<file path="src/rtl/sipo_pkg.sv">
// ---------------------------------------------------------------------------
// sipo_pkg
// Shared definitions for the framed serial-to-parallel receiver:
//   - sipo_state_e    : receiver FSM state encoding (IDLE, SHIFT)
//   - SIPO_WIDTH_DEF  : default data word width
//   - sipo_cnt_w()    : bit-counter width for a given frame length
//   - sipo_parity32() : even-parity reduction used for the parity check
// ---------------------------------------------------------------------------
package sipo_pkg;

  typedef enum logic [0:0] {
    ST_IDLE  = 1'b0,
    ST_SHIFT = 1'b1
  } sipo_state_e;

  localparam int SIPO_WIDTH_DEF = 8;

  // The counter must be able to hold the value FRAME_LEN itself.
  function automatic int sipo_cnt_w(input int frame_len);
    return $clog2(frame_len + 1);
  endfunction

  // XOR reduction; callers zero-extend narrower words, which keeps the result.
  function automatic logic sipo_parity32(input logic [31:0] word);
    return ^word;
  endfunction

endpackage

</file>
<file path="src/rtl/sipo_frame_rx_if.sv">
// ---------------------------------------------------------------------------
// sipo_frame_rx_if
// Bundles the serial input side and the parallel valid/ready output side of
// sipo_frame_rx.
//   serial_in  : serial data bit
//   serial_en  : serial_in is sampled this cycle
//   start      : current serial_en bit is the first bit of a frame
//   par_out    : last completed word
//   out_valid  : par_out holds an unconsumed word
//   out_ready  : consumer accepts par_out
//   busy       : a frame is partially received
//   overrun    : sticky, a completed word was dropped
//   parity_err : parity status of the word in par_out
// Modports: slave = the receiver, master = upstream driver / downstream consumer.
// ---------------------------------------------------------------------------
interface sipo_frame_rx_if
  import sipo_pkg::*;
#(
  parameter int WIDTH = SIPO_WIDTH_DEF
);

  logic             serial_in;
  logic             serial_en;
  logic             start;
  logic [WIDTH-1:0] par_out;
  logic             out_valid;
  logic             out_ready;
  logic             busy;
  logic             overrun;
  logic             parity_err;

  modport slave (
    input  serial_in,
    input  serial_en,
    input  start,
    input  out_ready,
    output par_out,
    output out_valid,
    output busy,
    output overrun,
    output parity_err
  );

  modport master (
    output serial_in,
    output serial_en,
    output start,
    output out_ready,
    input  par_out,
    input  out_valid,
    input  busy,
    input  overrun,
    input  parity_err
  );

endinterface

</file>
<file path="src/rtl/sipo_shift_core.sv">
// ---------------------------------------------------------------------------
// sipo_shift_core
// Shift register plus received-bit counter for the framed SIPO receiver.
// Ports:
//   clk, rst    : clock, asynchronous active-high reset
//   shift_en_i  : shift bit_in_i into the register this cycle
//   clear_i     : with shift_en_i -> restart (bit_in_i becomes bit 1, count=1)
//                 alone           -> empty the register, count=0
//   bit_in_i    : serial bit
//   data_o      : current shift register contents
//   count_o     : number of bits held in the current frame
// MSB_FIRST=1 shifts left (new bit at LSB), MSB_FIRST=0 shifts right
// (new bit at MSB).
// ---------------------------------------------------------------------------
module sipo_shift_core
  import sipo_pkg::*;
#(
  parameter int WIDTH     = SIPO_WIDTH_DEF,
  parameter int MSB_FIRST = 1,
  parameter int CNT_W     = 4
) (
  input  logic             clk,
  input  logic             rst,
  input  logic             shift_en_i,
  input  logic             clear_i,
  input  logic             bit_in_i,
  output logic [WIDTH-1:0] data_o,
  output logic [CNT_W-1:0] count_o
);

  logic [WIDTH-1:0] sr_q, sr_d;
  logic [CNT_W-1:0] cnt_q, cnt_d;
  logic [WIDTH-1:0] shifted_s;
  logic [WIDTH-1:0] first_s;

  // Shifted value and fresh-frame value for the configured direction.
  always_comb begin
    if (MSB_FIRST != 0) begin
      shifted_s = {sr_q[WIDTH-2:0], bit_in_i};
      first_s   = {{(WIDTH-1){1'b0}}, bit_in_i};
    end else begin
      shifted_s = {bit_in_i, sr_q[WIDTH-1:1]};
      first_s   = {bit_in_i, {(WIDTH-1){1'b0}}};
    end
  end

  // Next-state selection: restart, clear, shift or hold.
  always_comb begin
    sr_d  = sr_q;
    cnt_d = cnt_q;
    if (clear_i && shift_en_i) begin
      sr_d  = first_s;
      cnt_d = CNT_W'(1);
    end else if (clear_i) begin
      sr_d  = {WIDTH{1'b0}};
      cnt_d = {CNT_W{1'b0}};
    end else if (shift_en_i) begin
      sr_d  = shifted_s;
      cnt_d = cnt_q + CNT_W'(1);
    end else begin
      sr_d  = sr_q;
      cnt_d = cnt_q;
    end
  end

  // Shift register and counter state.
  always_ff @(posedge clk or posedge rst) begin
    if (rst) begin
      sr_q  <= {WIDTH{1'b0}};
      cnt_q <= {CNT_W{1'b0}};
    end else begin
      sr_q  <= sr_d;
      cnt_q <= cnt_d;
    end
  end

  assign data_o  = sr_q;
  assign count_o = cnt_q;

endmodule

</file>
<file path="src/rtl/sipo_frame_rx.sv">
// ---------------------------------------------------------------------------
// sipo_frame_rx
// Framed serial-to-parallel receiver. Assembles WIDTH-bit words from a
// serial bit stream (frames begin with start=1 on a sampled bit) and presents
// each completed word on a valid/ready handshake with sticky overrun.
// Ports:
//   clk  : rising-edge clock
//   rst  : asynchronous active-high reset (discards any partial frame)
//   bus  : sipo_frame_rx_if.slave (serial_in, serial_en, start, out_ready in;
//          par_out, out_valid, busy, overrun, parity_err out)
// Parameters: WIDTH (2..32), MSB_FIRST (1: first bit -> par_out[WIDTH-1]).
// Build option: define SIPO_FRAME_RX_PARITY_EN to receive one trailing
// even-parity bit per frame and report it on parity_err; otherwise
// parity_err is constant 0.
// ---------------------------------------------------------------------------
module sipo_frame_rx
  import sipo_pkg::*;
#(
  parameter int WIDTH     = SIPO_WIDTH_DEF,
  parameter int MSB_FIRST = 1
) (
  input  logic           clk,
  input  logic           rst,
  sipo_frame_rx_if.slave bus
);

`ifdef SIPO_FRAME_RX_PARITY_EN
  localparam int FRAME_LEN = WIDTH + 1;
`else
  localparam int FRAME_LEN = WIDTH;
`endif
  localparam int               CNT_W    = sipo_cnt_w(FRAME_LEN);
  localparam logic [CNT_W-1:0] LAST_CNT = CNT_W'(FRAME_LEN - 1);

  sipo_state_e      state_q, state_d;
  logic             shift_en_s;
  logic             clear_s;
  logic             complete_s;
  logic [WIDTH-1:0] data_s;
  logic [CNT_W-1:0] count_s;
  logic [WIDTH-1:0] word_s;
  logic             perr_s;
  logic             accept_s;

  logic [WIDTH-1:0] par_out_q, par_out_d;
  logic             out_valid_q, out_valid_d;
  logic             overrun_q, overrun_d;
  logic             parity_err_q, parity_err_d;

  sipo_shift_core #(
    .WIDTH     (WIDTH),
    .MSB_FIRST (MSB_FIRST),
    .CNT_W     (CNT_W)
  ) u_core (
    .clk        (clk),
    .rst        (rst),
    .shift_en_i (shift_en_s),
    .clear_i    (clear_s),
    .bit_in_i   (bus.serial_in),
    .data_o     (data_s),
    .count_o    (count_s)
  );

`ifdef SIPO_FRAME_RX_PARITY_EN
  // Last bit is the parity bit: the data bits are already in the register.
  assign word_s = data_s;
  assign perr_s = sipo_parity32(32'(data_s)) ^ bus.serial_in;
`else
  // Last bit is a data bit, so the word is the register with it shifted in.
  always_comb begin
    if (MSB_FIRST != 0) begin
      word_s = {data_s[WIDTH-2:0], bus.serial_in};
    end else begin
      word_s = {bus.serial_in, data_s[WIDTH-1:1]};
    end
  end
  assign perr_s = 1'b0;
`endif

  // FSM next state and shift-core controls.
  always_comb begin
    state_d    = state_q;
    shift_en_s = 1'b0;
    clear_s    = 1'b0;
    complete_s = 1'b0;
    case (state_q)
      ST_IDLE: begin
        if (bus.serial_en && bus.start) begin
          shift_en_s = 1'b1;
          clear_s    = 1'b1;
          state_d    = ST_SHIFT;
        end else begin
          state_d = ST_IDLE;
        end
      end
      ST_SHIFT: begin
        if (!bus.serial_en) begin
          state_d = ST_SHIFT;
        end else if (bus.start) begin
          // Restart wins over completion: the partial frame is dropped.
          shift_en_s = 1'b1;
          clear_s    = 1'b1;
          state_d    = ST_SHIFT;
        end else if (count_s == LAST_CNT) begin
          complete_s = 1'b1;
          clear_s    = 1'b1;
          state_d    = ST_IDLE;
        end else begin
          shift_en_s = 1'b1;
          state_d    = ST_SHIFT;
        end
      end
      default: begin
        clear_s = 1'b1;
        state_d = ST_IDLE;
      end
    endcase
  end

  assign accept_s = out_valid_q && bus.out_ready;

  // Output word register, handshake and sticky overrun.
  always_comb begin
    par_out_d    = par_out_q;
    out_valid_d  = out_valid_q;
    overrun_d    = overrun_q;
    parity_err_d = parity_err_q;
    if (complete_s) begin
      if (!out_valid_q || accept_s) begin
        par_out_d    = word_s;
        parity_err_d = perr_s;
        out_valid_d  = 1'b1;
      end else begin
        // Consumer still holds the previous word: drop the new one.
        overrun_d = 1'b1;
      end
    end else if (accept_s) begin
      out_valid_d = 1'b0;
    end else begin
      out_valid_d = out_valid_q;
    end
  end

  // FSM and output state registers.
  always_ff @(posedge clk or posedge rst) begin
    if (rst) begin
      state_q      <= ST_IDLE;
      par_out_q    <= {WIDTH{1'b0}};
      out_valid_q  <= 1'b0;
      overrun_q    <= 1'b0;
      parity_err_q <= 1'b0;
    end else begin
      state_q      <= state_d;
      par_out_q    <= par_out_d;
      out_valid_q  <= out_valid_d;
      overrun_q    <= overrun_d;
      parity_err_q <= parity_err_d;
    end
  end

  assign bus.par_out    = par_out_q;
  assign bus.out_valid  = out_valid_q;
  assign bus.busy       = (state_q == ST_SHIFT);
  assign bus.overrun    = overrun_q;
  assign bus.parity_err = parity_err_q;

endmodule

</file>
<file path="src/flat_wrapper.sv">
// flat-port wrapper written by rule: the top's interface ports become plain ports
module sipo_frame_rx_flat import sipo_pkg::*;
#(
  parameter int WIDTH     = SIPO_WIDTH_DEF,
  parameter int MSB_FIRST = 1
)
  (clk, rst, bus_serial_in, bus_serial_en, bus_start, bus_out_ready, bus_par_out, bus_out_valid, bus_busy, bus_overrun, bus_parity_err);
  sipo_frame_rx_if #(.WIDTH(WIDTH)) bus_i ();
  input  logic clk;
  input  logic rst;
  input wire logic [$bits(bus_i.serial_in)-1:0] bus_serial_in;
  input wire logic [$bits(bus_i.serial_en)-1:0] bus_serial_en;
  input wire logic [$bits(bus_i.start)-1:0] bus_start;
  input wire logic [$bits(bus_i.out_ready)-1:0] bus_out_ready;
  output wire logic [$bits(bus_i.par_out)-1:0] bus_par_out;
  output wire logic [$bits(bus_i.out_valid)-1:0] bus_out_valid;
  output wire logic [$bits(bus_i.busy)-1:0] bus_busy;
  output wire logic [$bits(bus_i.overrun)-1:0] bus_overrun;
  output wire logic [$bits(bus_i.parity_err)-1:0] bus_parity_err;
  assign bus_i.serial_in = bus_serial_in;
  assign bus_i.serial_en = bus_serial_en;
  assign bus_i.start = bus_start;
  assign bus_i.out_ready = bus_out_ready;
  assign bus_par_out = bus_i.par_out;
  assign bus_out_valid = bus_i.out_valid;
  assign bus_busy = bus_i.busy;
  assign bus_overrun = bus_i.overrun;
  assign bus_parity_err = bus_i.parity_err;
  sipo_frame_rx #(.WIDTH(WIDTH), .MSB_FIRST(MSB_FIRST)) u_core (.clk(clk), .rst(rst), .bus(bus_i));
endmodule
</file>
<file path="config.mk">
export PLATFORM = sky130hd
export DESIGN_NAME = sipo_frame_rx_flat
export DESIGN_NICKNAME = d
export VERILOG_FILES = /design/src/rtl/sipo_pkg.sv /design/src/rtl/sipo_frame_rx_if.sv /design/src/rtl/sipo_shift_core.sv /design/src/rtl/sipo_frame_rx.sv /design/src/flat_wrapper.sv
export SDC_FILE = /design/constraint.sdc
export NUM_CORES = 1
export LEC_CHECK = 0
export CAP_MARGIN = 20
export CORE_MARGIN = 3
export CORE_UTILIZATION = 53
export DETAILED_ROUTE_END_ITERATION = 10
export GPL_ROUTABILITY_DRIVEN = 0
export PLACE_DENSITY = 0.81
export RECOVER_POWER = 50
export SLEW_MARGIN = 20
export SYNTH_ARGS = -nofsm -noshare
export SYNTH_HDL_FRONTEND = slang
export SYNTH_SLANG_ARGS = --single-unit
</file>
<file path="constraint.sdc">
create_clock -name clk -period 4.95 [get_ports clk]
set_clock_uncertainty 0.1 [all_clocks]
set_input_delay 1.2375 -clock clk [delete_from_list [all_inputs] [get_ports clk]]
set_output_delay 1.2375 -clock clk [all_outputs]
set_load 0.01 [all_outputs]
</file>
==> flow_summary.yaml <==
clocking:
  cts_tree: "built"
  cts_buffers: 3
  cts_hold_buf: 0
  cts-resized-gates: 0
  clock-root-buffer: "clkbuf_4"
  clockBufferDepth: 2
  clk_latency_ns: 0.31
  cts_setup_buffers: 0
  htree_levels: 1
  cts.sinks: 22
  path_clk_slew_ns: 0.12
global_route:
  grt_use_met3_pct: 4.51
  grt_busiest_layer: "met2"
  grtUsageMet2_pct: 23.0
  grt_max_degree: 23
  gr-total-overflow: 0
  grt_use_met1_pct: 22.0
  gr-usage-all-layers_pct: 16.4
  grt_pass1_vias: 608
  grt_pass1_wl_um: 2580
  antenna_found_initial: 0
route:
  vias_per_cell: 5.83
  drc: 0
  routed_wl_um: 1520
  drtIter0Drc: 11
  vias: 595
  firstDrtPassIters: 4
  wl_per_cell_um: 14.9
  antenna_left: 0
logic_synthesis:
  synth-seq-cells: 22
  ys_seq_area_share_pct: 59.7
  synth_cells: 69
  ys_warn_count: 0
  synth_nets: 76
  ys_types: 29
  netlist_area_um2: 922
  avgSynthCellArea_um2: 13.4
worst_setup_path:
  crit_arrival_ns: 3.07
  cp-end-kind: "flop"
  critPathLaunchType: "input port"
  crit_path_cell_trace: "dlygate4sd3_1 -> nand2_1 -> nor4_4 -> mux2_2"
  cp.required_ns: 5.06
  cp_max_fo: 8
  path_class: "in2reg"
  slowest_delay_ns: 0.66
  slowest_stage: "dlygate4sd3_1"
power:
  p_leak_nw: 0.537
  power_density_mw_per_mm2: 374
  peakVddDrop_v: 0.000199
  finalPower_w: 0.000424
floorplanning:
  pin_count: 18
  chipWidth_um: 47.7
  die_h_um: 47.7
  die_area_mm2: 0.00228
  core_mm2: 0.00158
  num_rows: 14
  floorplan.initialDensity_pct: 58.5
min_path:
  min_path_type: "reg2reg"
sta:
  timing.setup.tns_ns: 0
  report.final.slew_viol_count: 0
  tightest_slew_ns: 0.790
  max_freq_mhz: 338
  hold_violations: 0
  min_period_ns: 2.96
  slew_headroom_pct: 47.3
  period_share_pct: 59.8
  setup_violations: 0
  rsz0062_at_grt: "no"
placed_design:
  port_buffers: 16
  hpwl_um: 1090
  placed_cells: 98
job:
  maxCapViolCount: 0
finish:
  fin_cells: 102
  utilization_pct: 71.9
  final_common_cell: "dfrtp_1"
  n_antenna_cell: 0
  area_growth_pct: 22.9
  fillers: 118
  final_nets: 94
  final_layout_size_suffix_gt1_share_pct: 17.4
  final_cell_mix: "22 x dfrtp_1, 13 x clkdlybuf4s50_1, 8 x mux2_2, 7 x a22o_1"
outcome:
  status: "finished clean"
through the flow:
step | setup slack, ns | instance area [µm²] | hold WS, ns
floorplan | 2.51 | 922 | 0.366
global placement | 1.80 | 1080 | 0.342
detailed placement | 1.65 | 1080 | 0.348
CTS | 2.00 | 1140 | 0.382
global route | 1.89 | 1130 | 0.416
finish | 1.99 | 1130 | 0.386
power by group:
group	total [W]	internal (W)	switching, W
clock	0.000138	0.0000819	0.0000558
combinational	0.0000698	0.0000385	0.0000313
sequential	0.000216	0.000200	0.0000164
total	0.000424	0.000320	0.000104
sequential cells by signal (all words and copies together) (netlist names):
register	cells
u_core.bus.par_out	8
u_core.bus.overrun	1
u_core.bus.busy	1
u_core.u_core.data_o	7
u_core.bus.out_valid	1
u_core.u_core.count_o	4
path summary, 6_finish.rpt:
kind                                          start                       end  slack, ns  depth (start not counted)
max                                   bus_serial_en     u_core.bus.par_out[4]       1.99                          4
min                              u_core.bus.overrun        u_core.bus.overrun       0.39                          1
max reg2reg                u_core.u_core.count_o[0]     u_core.bus.par_out[4]       3.06                          4
min reg2reg                      u_core.bus.overrun        u_core.bus.overrun       0.39                          1
max in group asynchronous                       rst  u_core.u_core.count_o[0]       2.86                          2
min in group asynchronous                       rst   u_core.u_core.data_o[6]       1.40                          2
layout make-up:
cell class	count	area, µm²	area share (%)
repair buffers	16	160	14.1
multi-input cells	42	343	30.2
clock inverters	1	30.0	2.65
well taps	16	20.0	1.77
inverters	2	7.51	0.662
clock buffers	3	22.5	1.99
flip-flops and latches	22	551	48.6
critical path: cells and delay by family:
| family | cells | cell delay (ns) |
|---|---|---|
| buffers and inverters | 1 | 0.66 |
| muxes | 1 | 0.41 |
| and+or+nand+nor | 2 | 0.76 |
per-layer routing:
metal / vias to the layer above / wire length [µm]
li1: 286 / -
met4: 0 / 23
met5: - / 0
met1: 293 / 743
met2: 13 / 700
met3: 3 / 50
synth_stat cells:
cell type | number | share of area, %
a21o_1 | 1 | 0.81
a21oi_1 | 1 | 0.54
a22o_1 | 7 | 6.6
a22o_2 | 1 | 1.1
a22oi_1 | 1 | 0.81
and3b_1 | 1 | 0.95
and4b_1 | 1 | 1.1
buf_4 | 2 | 1.6
clkbuf_1 | 1 | 0.41
conb_1 | 1 | 0.41
dfrtp_1 | 22 | 60
ha_1 | 1 | 1.4
inv_1 | 2 | 0.81
mux2_2 | 8 | 9.8
nand2_1 | 2 | 0.81
nand2_2 | 1 | 0.68
nand3_1 | 1 | 0.54
nand3b_1 | 1 | 0.81
nor2_1 | 1 | 0.41
nor2b_1 | 1 | 0.68
nor3_1 | 2 | 1.1
nor4_4 | 1 | 2.3
o211ai_1 | 1 | 0.81
o21a_1 | 1 | 0.81
o21ai_0 | 2 | 1.1
o31ai_1 | 2 | 1.6
or2_2 | 1 | 0.68
or3_1 | 1 | 0.68
xor2_1 | 1 | 0.95
cell families (layout without fill, tap and decap cells):
| logic type | Yosys count | in the layout | synth area share [%] |
|---|---|---|---|
| adders and majority gates | 1 | 1 | 1.36 |
| muxes | 8 | 8 | 9.77 |
| and+or+nand+nor | 14 | 14 | 10.7 |
| AOI/OAI and AO/OA | 17 | 17 | 14.2 |
| xor gates and xnor gates | 1 | 1 | 0.950 |
| DFF | 22 | 22 | 59.7 |
| buffers and inverters | 5 | 22 | 2.85 |
| other | 1 | 1 | 0.407 |
No activity file was read; power rests on OpenSTA's default activity.
